===== src/rtl/expansion_rom_arbiter.sv =====
// Shared $C800-$CFFF expansion-ROM ownership tracking, per-slot ROM enables,
// fixed-priority card read-data arbitration and interrupt combining.
module expansion_rom_arbiter #(
    parameter int NUM_SLOTS      = 8,
    parameter int CONFLICT_CNT_W = 8
) (
    input  logic                      clk_logic,
    input  logic                      system_reset_n,
    input  logic                      bus_strobe_i,
    input  logic [15:0]               addr_i,
    input  logic                      rw_n_i,
    input  logic                      intcxrom_i,
    input  logic                      slotc3rom_i,
    input  logic [NUM_SLOTS-1:0]      slot_enable_i,
    input  logic [NUM_SLOTS-1:0]      rom_present_i,
    input  logic [NUM_SLOTS-1:0]      card_rd_en_i,
    input  logic [8*NUM_SLOTS-1:0]    card_data_i,
    input  logic [NUM_SLOTS-1:0]      card_irq_n_i,
    output logic [NUM_SLOTS-1:0]      rom_sel_o,
    output logic                      owner_valid_o,
    output logic [2:0]                owner_slot_o,
    output logic [7:0]                data_o,
    output logic                      rd_en_o,
    output logic                      conflict_o,
    output logic [CONFLICT_CNT_W-1:0] conflict_cnt_o,
    output logic                      irq_n_o,
    output logic [2:0]                irq_slot_o
);

    typedef enum logic {
        S_IDLE  = 1'b0,
        S_OWNED = 1'b1
    } state_t;

    state_t                    r_state;
    state_t                    w_state_nxt;
    logic [2:0]                r_owner_slot;
    logic [2:0]                w_owner_nxt;
    logic [2:0]                w_cn_slot;
    logic                      w_cn_hit;
    logic                      w_cn_en;
    logic                      w_cn_rom;
    logic                      w_claim;
    logic                      w_owner_en;
    logic [NUM_SLOTS-1:0]      w_rom_sel;
    logic [NUM_SLOTS-1:0]      w_req;
    logic                      w_multi;
    logic [7:0]                w_win_data;
    logic [NUM_SLOTS-1:0]      w_pend;
    logic [2:0]                w_irq_slot;
    logic [7:0]                r_data;
    logic                      r_rd_en;
    logic                      r_conflict;
    logic [CONFLICT_CNT_W-1:0] r_cnt;
    logic                      r_irq_n;
    logic [2:0]                r_irq_slot;

    // $Cn00-$CnFF decode: n = addr[10:8] with addr[15:11] = 5'b11000
    assign w_cn_slot = addr_i[10:8];
    assign w_cn_hit  = (addr_i[15:11] == 5'b11000) && (w_cn_slot != 3'd0);

    always_comb begin
        w_cn_en    = 1'b0;
        w_cn_rom   = 1'b0;
        w_owner_en = 1'b0;
        for (int i = 0; i < NUM_SLOTS; i++) begin
            if (w_cn_slot == 3'(i)) begin
                w_cn_en  = slot_enable_i[i];
                w_cn_rom = rom_present_i[i];
            end
            if (r_owner_slot == 3'(i)) begin
                w_owner_en = slot_enable_i[i];
            end
        end
    end

    // Slot 3 is shadowed by the internal ROM when slotc3rom_i is low
    assign w_claim = w_cn_hit && !intcxrom_i && w_cn_en && w_cn_rom &&
                     !((w_cn_slot == 3'd3) && !slotc3rom_i);

    always_comb begin
        w_state_nxt = r_state;
        w_owner_nxt = r_owner_slot;
        if (bus_strobe_i && w_claim) begin
            w_state_nxt = S_OWNED;
            w_owner_nxt = w_cn_slot;
        end else if (bus_strobe_i && (addr_i == 16'hCFFF)) begin
            w_state_nxt = S_IDLE;
            w_owner_nxt = 3'd0;
        end else if ((r_state == S_OWNED) && !w_owner_en) begin
            w_state_nxt = S_IDLE;
            w_owner_nxt = 3'd0;
        end
    end

    always_ff @(posedge clk_logic or negedge system_reset_n) begin
        if (!system_reset_n) begin
            r_state      <= S_IDLE;
            r_owner_slot <= 3'd0;
        end else begin
            r_state      <= w_state_nxt;
            r_owner_slot <= w_owner_nxt;
        end
    end

    // $CFFF itself still falls in the window, so the owner stays selected for that access
    always_comb begin
        w_rom_sel = '0;
        if ((r_state == S_OWNED) && (addr_i[15:11] == 5'b11001) && !intcxrom_i) begin
            for (int i = 1; i < NUM_SLOTS; i++) begin
                if (r_owner_slot == 3'(i)) begin
                    w_rom_sel[i] = 1'b1;
                end
            end
        end
    end

    assign w_req   = card_rd_en_i & slot_enable_i & {NUM_SLOTS{rw_n_i}};
    assign w_multi = |(w_req & (w_req - {{(NUM_SLOTS-1){1'b0}}, 1'b1}));
    assign w_pend  = ~card_irq_n_i & slot_enable_i;

    // Scanning high to low leaves the lowest-numbered match as the result
    always_comb begin
        w_win_data = 8'hFF;
        w_irq_slot = 3'd0;
        for (int i = NUM_SLOTS - 1; i >= 0; i--) begin
            if (w_req[i]) begin
                w_win_data = card_data_i[8*i +: 8];
            end
            if (w_pend[i]) begin
                w_irq_slot = 3'(i);
            end
        end
    end

    always_ff @(posedge clk_logic or negedge system_reset_n) begin
        if (!system_reset_n) begin
            r_data     <= 8'hFF;
            r_rd_en    <= 1'b0;
            r_conflict <= 1'b0;
            r_cnt      <= '0;
            r_irq_n    <= 1'b1;
            r_irq_slot <= 3'd0;
        end else begin
            r_data     <= w_win_data;
            r_rd_en    <= |w_req;
            r_conflict <= w_multi;
            if (w_multi && !(&r_cnt)) begin
                r_cnt <= r_cnt + CONFLICT_CNT_W'(1);
            end
            r_irq_n    <= ~|w_pend;
            r_irq_slot <= w_irq_slot;
        end
    end

    assign rom_sel_o      = w_rom_sel;
    assign owner_valid_o  = (r_state == S_OWNED);
    assign owner_slot_o   = r_owner_slot;
    assign data_o         = r_data;
    assign rd_en_o        = r_rd_en;
    assign conflict_o     = r_conflict;
    assign conflict_cnt_o = r_cnt;
    assign irq_n_o        = r_irq_n;
    assign irq_slot_o     = r_irq_slot;

endmodule


===== config.mk =====
export PLATFORM = sky130hd
export DESIGN_NAME = expansion_rom_arbiter
export DESIGN_NICKNAME = d
export VERILOG_FILES = /design/src/rtl/expansion_rom_arbiter.sv
export SDC_FILE = /design/constraint.sdc
export NUM_CORES = 1
export LEC_CHECK = 0
export BUFFER_PORTS_ARGS = -buffer_cell sky130_fd_sc_hd__buf_2
export CAP_MARGIN = 30
export CORE_MARGIN = 2
export CORE_UTILIZATION = 38
export CTS_BUF_LIST = sky130_fd_sc_hd__clkbuf_4
export DETAILED_ROUTE_END_ITERATION = 10
export PLACE_DENSITY_LB_ADDON = 0.2
export SYNTH_ARGS = -nofsm -noshare
export SYNTH_HDL_FRONTEND = slang
export SYNTH_SLANG_ARGS = --single-unit

===== constraint.sdc =====
create_clock -name clk_logic -period 1.7 [get_ports clk_logic]
set_input_delay 0 -clock clk_logic [delete_from_list [all_inputs] [get_ports clk_logic]]
set_output_delay 0 -clock clk_logic [all_outputs]
set_load 0.01 [all_outputs]

==> flow_summary.yaml, run 1 <==
outcome:
  status: "finished clean"
grt:
  grt_pass1_wl_um: 11400
  track_usage_pct: 23.2
  grt_max_degree: 27
  gr-total-overflow: 0
  antenna_found_initial: 0
  grt_pass1_vias: 2581
cts:
  htree_levels: 1
  clkSinkCount: 26
  cts_root_buf: "clkbuf_4"
  cts_buffers: 3
  cts_max_path_buffers: 2
  clk_pin_slew_worst_paths_ns: 0.15
  tritoncts: "yes"
  insertion_delay_ns: 0.34
layout:
  multi_input_area_sq_um: 1330
  area_growth_pct: 58.0
  utilization_pct: 62.8
  final_nets: 552
  fill_cells: 481
  final_area_sq_um: 3250
  fin_cells: 502
  layout_commonest_cell: "buf_2"
  diodes: 0
  drive_above_1_share_pct: 45.4
  final_cell_mix: "buf_2, nand2_1, nor2_1, buf_4, dlygate4sd3_1"
  seq_area_sq_um: 662
synthesis:
  synth_edf_count: 0
  netlist_instances: 250
  synthTopCellsByArea: "dfrtp_1, dfstp_2, nand2_1"
  syn_area_sq_um: 2060
  synth_top_cell_area_share_pct: 20.7
  yosysWarnings: 0
  avgSynthCellArea_sq_um: 8.22
  yosysUniqueCellTypes: 58
  synth_ff_type: "dfrtp_1"
  yosysSeqAreaShare_pct: 32.2
  syn-num-nets: 369
  synth_top_cell_by_area: "dfrtp_1"
  ys_seq_elements: 26
  async_flop_share_pct: 100
power:
  ir_drop_uv: 422
  powerDensity_nw_per_um2: 685
  p_leak_nw: 1.61
drt:
  wirelength_um: 7380
  wl_met1_um: 3090
  drc_errors: 0
  via_per_inst: 5.41
  top_layer: "met4"
  routed-wl-met2_um: 3750
  ant_nets: 0
  wl_per_cell_um: 14.7
  met3_length_um: 397
  drt-pass1-iter-count: 4
  vias: 2715
  dr.first_iter.drc_count: 142
sta:
  finalHoldViolations: 0
  layout_setup_ws_ns: 0.0277
  drv_slew: 0
  finalSetupTns_ns: 0
  max_slew_margin_pct: 58.7
  fin_crit_ns: 1.67
  fmax_ghz: 0.598
  worst_pin_slew_ns: 0.620
  finalSetupViolCount: 0
  period_share_pct: 98.4
  fin_skew_ns: 0.00709
placement:
  dp.cells: 475
  port-buffer-count: 150
  place_hpwl_um: 5700
  post_dp_cell_area_sq_um: 2950
  dp_worst_setup_slack_ns: 0.0526
  gp_congestion: 0.942
floorplanning:
  initial_core_util_pct: 39.7
  die_x_um: 77.6
  core_area_sq_um: 5170
  fp.dieH_um: 77.6
  num_io_pins: 152
  row_count: 26
  die_area_sq_um: 6010
worst_setup_path:
  worstSetupPathType: "reg2reg"
  end_kind: "flop"
  critPathRequiredTime_ns: 1.94
  path_max_fanout: 4
  cp.arrival_ns: 1.91
  setup.worst_path.start_class: "flop"
flow_run:
  maxCapViolCount: 0
min_path:
  worst_hold_path_type: "in2reg"
==> power by group <==
group	switching (mW)	total, mW	internal [mW]
Clock	0.205	0.444	0.239
Sequential	0.0916	0.853	0.762
Combinational	0.441	0.929	0.488
Total	0.737	2.23	1.49
==> cell type report <==
class	count	share of cell area (%)
Clock buffer	3	0.693
Clock inverter	1	0.924
Inverter	8	0.924
Multi-Input combinational cell	205	40.8
Sequential cell	26	20.4
Tap cell	70	2.70
Timing Repair Buffer	189	33.6
==> path summary, 6_finish.rpt <==
path,start,endpoint,slack (ns),depth (start not counted)
worst max-delay path,owner_slot_o[2],owner_slot_o[2],0.03,5
min in group asynchronous,system_reset_n,rd_en_o,0.19,2
worst min-delay path,card_data_i[14],data_o[6],0.0006,4
worst max register to register,owner_slot_o[2],owner_slot_o[2],0.03,5
worst min register to register,conflict_cnt_o[3],conflict_cnt_o[3],0.53,1
max in group asynchronous,system_reset_n,conflict_cnt_o[6],1.11,2
==> cells in the mapped netlist (4+ instances only) <==
cell type  count
a22oi_1       10
a31oi_1        6
and3_1         8
buf_2          6
dfrtp_1       17
dfstp_2        9
inv_1          7
nand2_1       36
nand3_1       14
nand4_1        7
nor2_1        22
nor2b_1        6
nor3_1         5
o211ai_1       8
o21ai_0       15
o221ai_1      12
o22ai_1        4
xnor2_1        4
==> cell families (layout without fill, tap and decap cells) <==
logic type / after synthesis / in the layout / share of synthesized area, %
adder cells (fa/ha/maj): 1 / 1 / 0.609
multiplexers: 9 / 9 / 6.21
AO/OA/AOI/OAI: 72 / 72 / 25.3
AND/OR/NAND/NOR: 117 / 117 / 29.0
XOR/XNOR: 5 / 5 / 2.13
buffers and inverters: 19 / 201 / 4.38
flip-flops: 26 / 26 / 32.2
other: 1 / 1 / 0.182
==> state kept, by name, indices dropped and copies added (netlist names) <==
signal / count
irq_slot_o: 3
irq_n_o: 1
owner_slot_o: 3
conflict_o: 1
conflict_cnt_o: 8
rd_en_o: 1
owner_valid_o: 1
data_o: 8
==> worst max-delay path, cell delays in order, from the launching register on <==
cell and delay [ns]:
dfrtp_1 0.39, mux4_1 0.56, mux2i_1 0.18, and2_1 0.17, a21oi_2 0.06, a32o_1 0.23
==> stage by stage <==
stage	power [mW]	hold WS, ns
floorplan	1.29	-0.296
global placement	1.71	0.0453
detailed placement	1.73	0.0466
CTS	2.22	0.00104
global route	2.38	0.00320
finish	2.23	0.000604
==> routing by layer <==
metal	vias up	global-route usage (%)
met5	-	0
met2	104	41.2
li1	1321	-
met1	1278	28.9
met3	12	3.26
met4	0	7.68
==> timing repair <==
item / CTS / global route
gates resized for setup: 0 / 5
pin swaps: 1 / 1
setup buffers: 1 / 3
endpoints found under the setup margin: 1 / 7
hold buffers: 18 / 1
endpoints found under the hold margin: 27 / 1
(Power assumes the default switching activity.)
==> run 2, diff against run 1 <==
REMOVE_ABC_BUFFERS = 1   (was default)
==> flow_summary.yaml, run 2 (synthesis gave the netlist of run 1 again) <==
sta:
  rsz0062_at_grt: "no"
  fmax_ghz: 0.628
  drv_slew: 0
  max_slew_margin_pct: 56.3
  fin_crit_ns: 1.59
  worst_pin_slew_ns: 0.650
  period_share_pct: 93.7
  finalHoldViolations: 0
  finalSetupViolCount: 0
  fin_skew_ns: 0.00120
  layout_setup_ws_ns: 0.107
drt:
  wl_per_cell_um: 14.9
  ant_nets: 0
  drc_errors: 0
  via_per_inst: 5.34
  vias: 2650
  wirelength_um: 7400
  drt-pass1-iter-count: 4
  dr.first_iter.drc_count: 151
cts:
  tritoncts: "yes"
  insertion_delay_ns: 0.32
  clkSinkCount: 26
  cts_max_path_buffers: 2
  htree_levels: 1
  cts_buffers: 3
  cts_root_buf: "clkbuf_4"
  clk_pin_slew_worst_paths_ns: 0.15
grt:
  grt_pass1_vias: 2569
  antenna_found_initial: 0
  gr-total-overflow: 0
  track_usage_pct: 24.1
  grt_max_degree: 27
  grt_pass1_wl_um: 11800
floorplanning:
  row_count: 26
  core_area_sq_um: 5170
  die_area_sq_um: 6010
  initial_core_util_pct: 39.7
  num_io_pins: 152
  fp.dieH_um: 77.6
  die_x_um: 77.6
power:
  powerDensity_nw_per_um2: 687
  p_leak_nw: 1.58
  ir_drop_uv: 463
  total_power_mw: 2.18
placement:
  place_hpwl_um: 5880
  post_dp_cell_area_sq_um: 2960
  dp.cells: 476
  dp_worst_setup_slack_ns: -0.000749
  gp_congestion: 0.919
  port-buffer-count: 150
worst_setup_path:
  critPathRequiredTime_ns: 1.97
  path_max_fanout: 12
  worstSetupPathType: "in2reg"
  end_kind: "flop"
  setup.worst_path.start_class: "input pin"
  cp.arrival_ns: 1.86
  r2r_slack_ns: 0.11
layout:
  final_area_sq_um: 3170
  diodes: 0
  final_cell_mix: "buf_2, nand2_1, nor2_1"
  drive_above_1_share_pct: 45.3
  area_growth_pct: 54.3
  final_nets: 546
  fin_cells: 496
  layout_commonest_cell: "buf_2"
flow_run:
  maxCapViolCount: 0
outcome:
  status: "finished clean"
min_path:
  worst_hold_path_type: "in2reg"
==> run 2: critical path: stages <==
cell           delay, ns
buf_2               0.21
and3_1              0.24
nand2_1             0.19
o221ai_1            0.26
o211ai_1            0.13
o21ai_0             0.09
o221ai_1            0.14
dlygate4sd3_1       0.58
==> run 2: power breakdown <==
part | switching (mW) | leakage (nW) | internal [mW]
logic | 0.431 | 1.24 | 0.461
clock network | 0.192 | 0.0279 | 0.238
registers | 0.0948 | 0.312 | 0.762
total | 0.718 | 1.58 | 1.46
==> run 2: layout make-up <==
class	instances	area, sq um
multi-input cells	205	1310
clock inverters	1	30.0
repair buffers	183	1030
clock buffers	3	22.5
fillers	491	2000
flip-flops and latches	26	662
well taps	70	87.6
inverters	8	30.0
==> run 2: routing by layer <==
layer	wire length [um]	global-route usage [%]	share of wire, %	vias to the layer above
li1	-	-	-	1303
met1	3090	29.7	42	1225
met2	3710	44.0	50	112
met3	488	2.79	6.6	10
met4	116	7.14	1.6	0
met5	0	0	0	-
==> run 2: worst paths after layout <==
kind | startpoint | end | depth (start not counted)
setup / recovery | rw_n_i | data_o[0] | 8
hold / removal | card_data_i[27] | data_o[3] | 3
setup reg to reg | conflict_cnt_o[1] | conflict_cnt_o[1] | 5
hold reg to reg | conflict_cnt_o[3] | conflict_cnt_o[3] | 1
max in group asynchronous | system_reset_n | owner_valid_o | 2
min in group asynchronous | system_reset_n | irq_slot_o[2] | 2
==> run 2: stage by stage <==
step | TNS [ns] | utilization, % | hold WS (ns)
after floorplan | -0.0295 | - | -0.296
after global placement | 0 | 57.3 | 0.0324
after detailed placement | -0.000749 | 57.3 | 0.0477
after CTS | 0 | 60.8 | 0.00233
after global routing | 0 | 61.3 | 0.00376
final | 0 | 61.3 | 0.0186
==> run 2: timing repair <==
| item | 4_1_cts | 5_1_grt |
|---|---|---|
| gates resized for setup | 0 | 3 |
| buffers inserted | 0 | 2 |
| hold buffers | 13 | 1 |
| endpoints found under the setup margin | 0 | 8 |
| endpoints found under the hold margin | 26 | 1 |
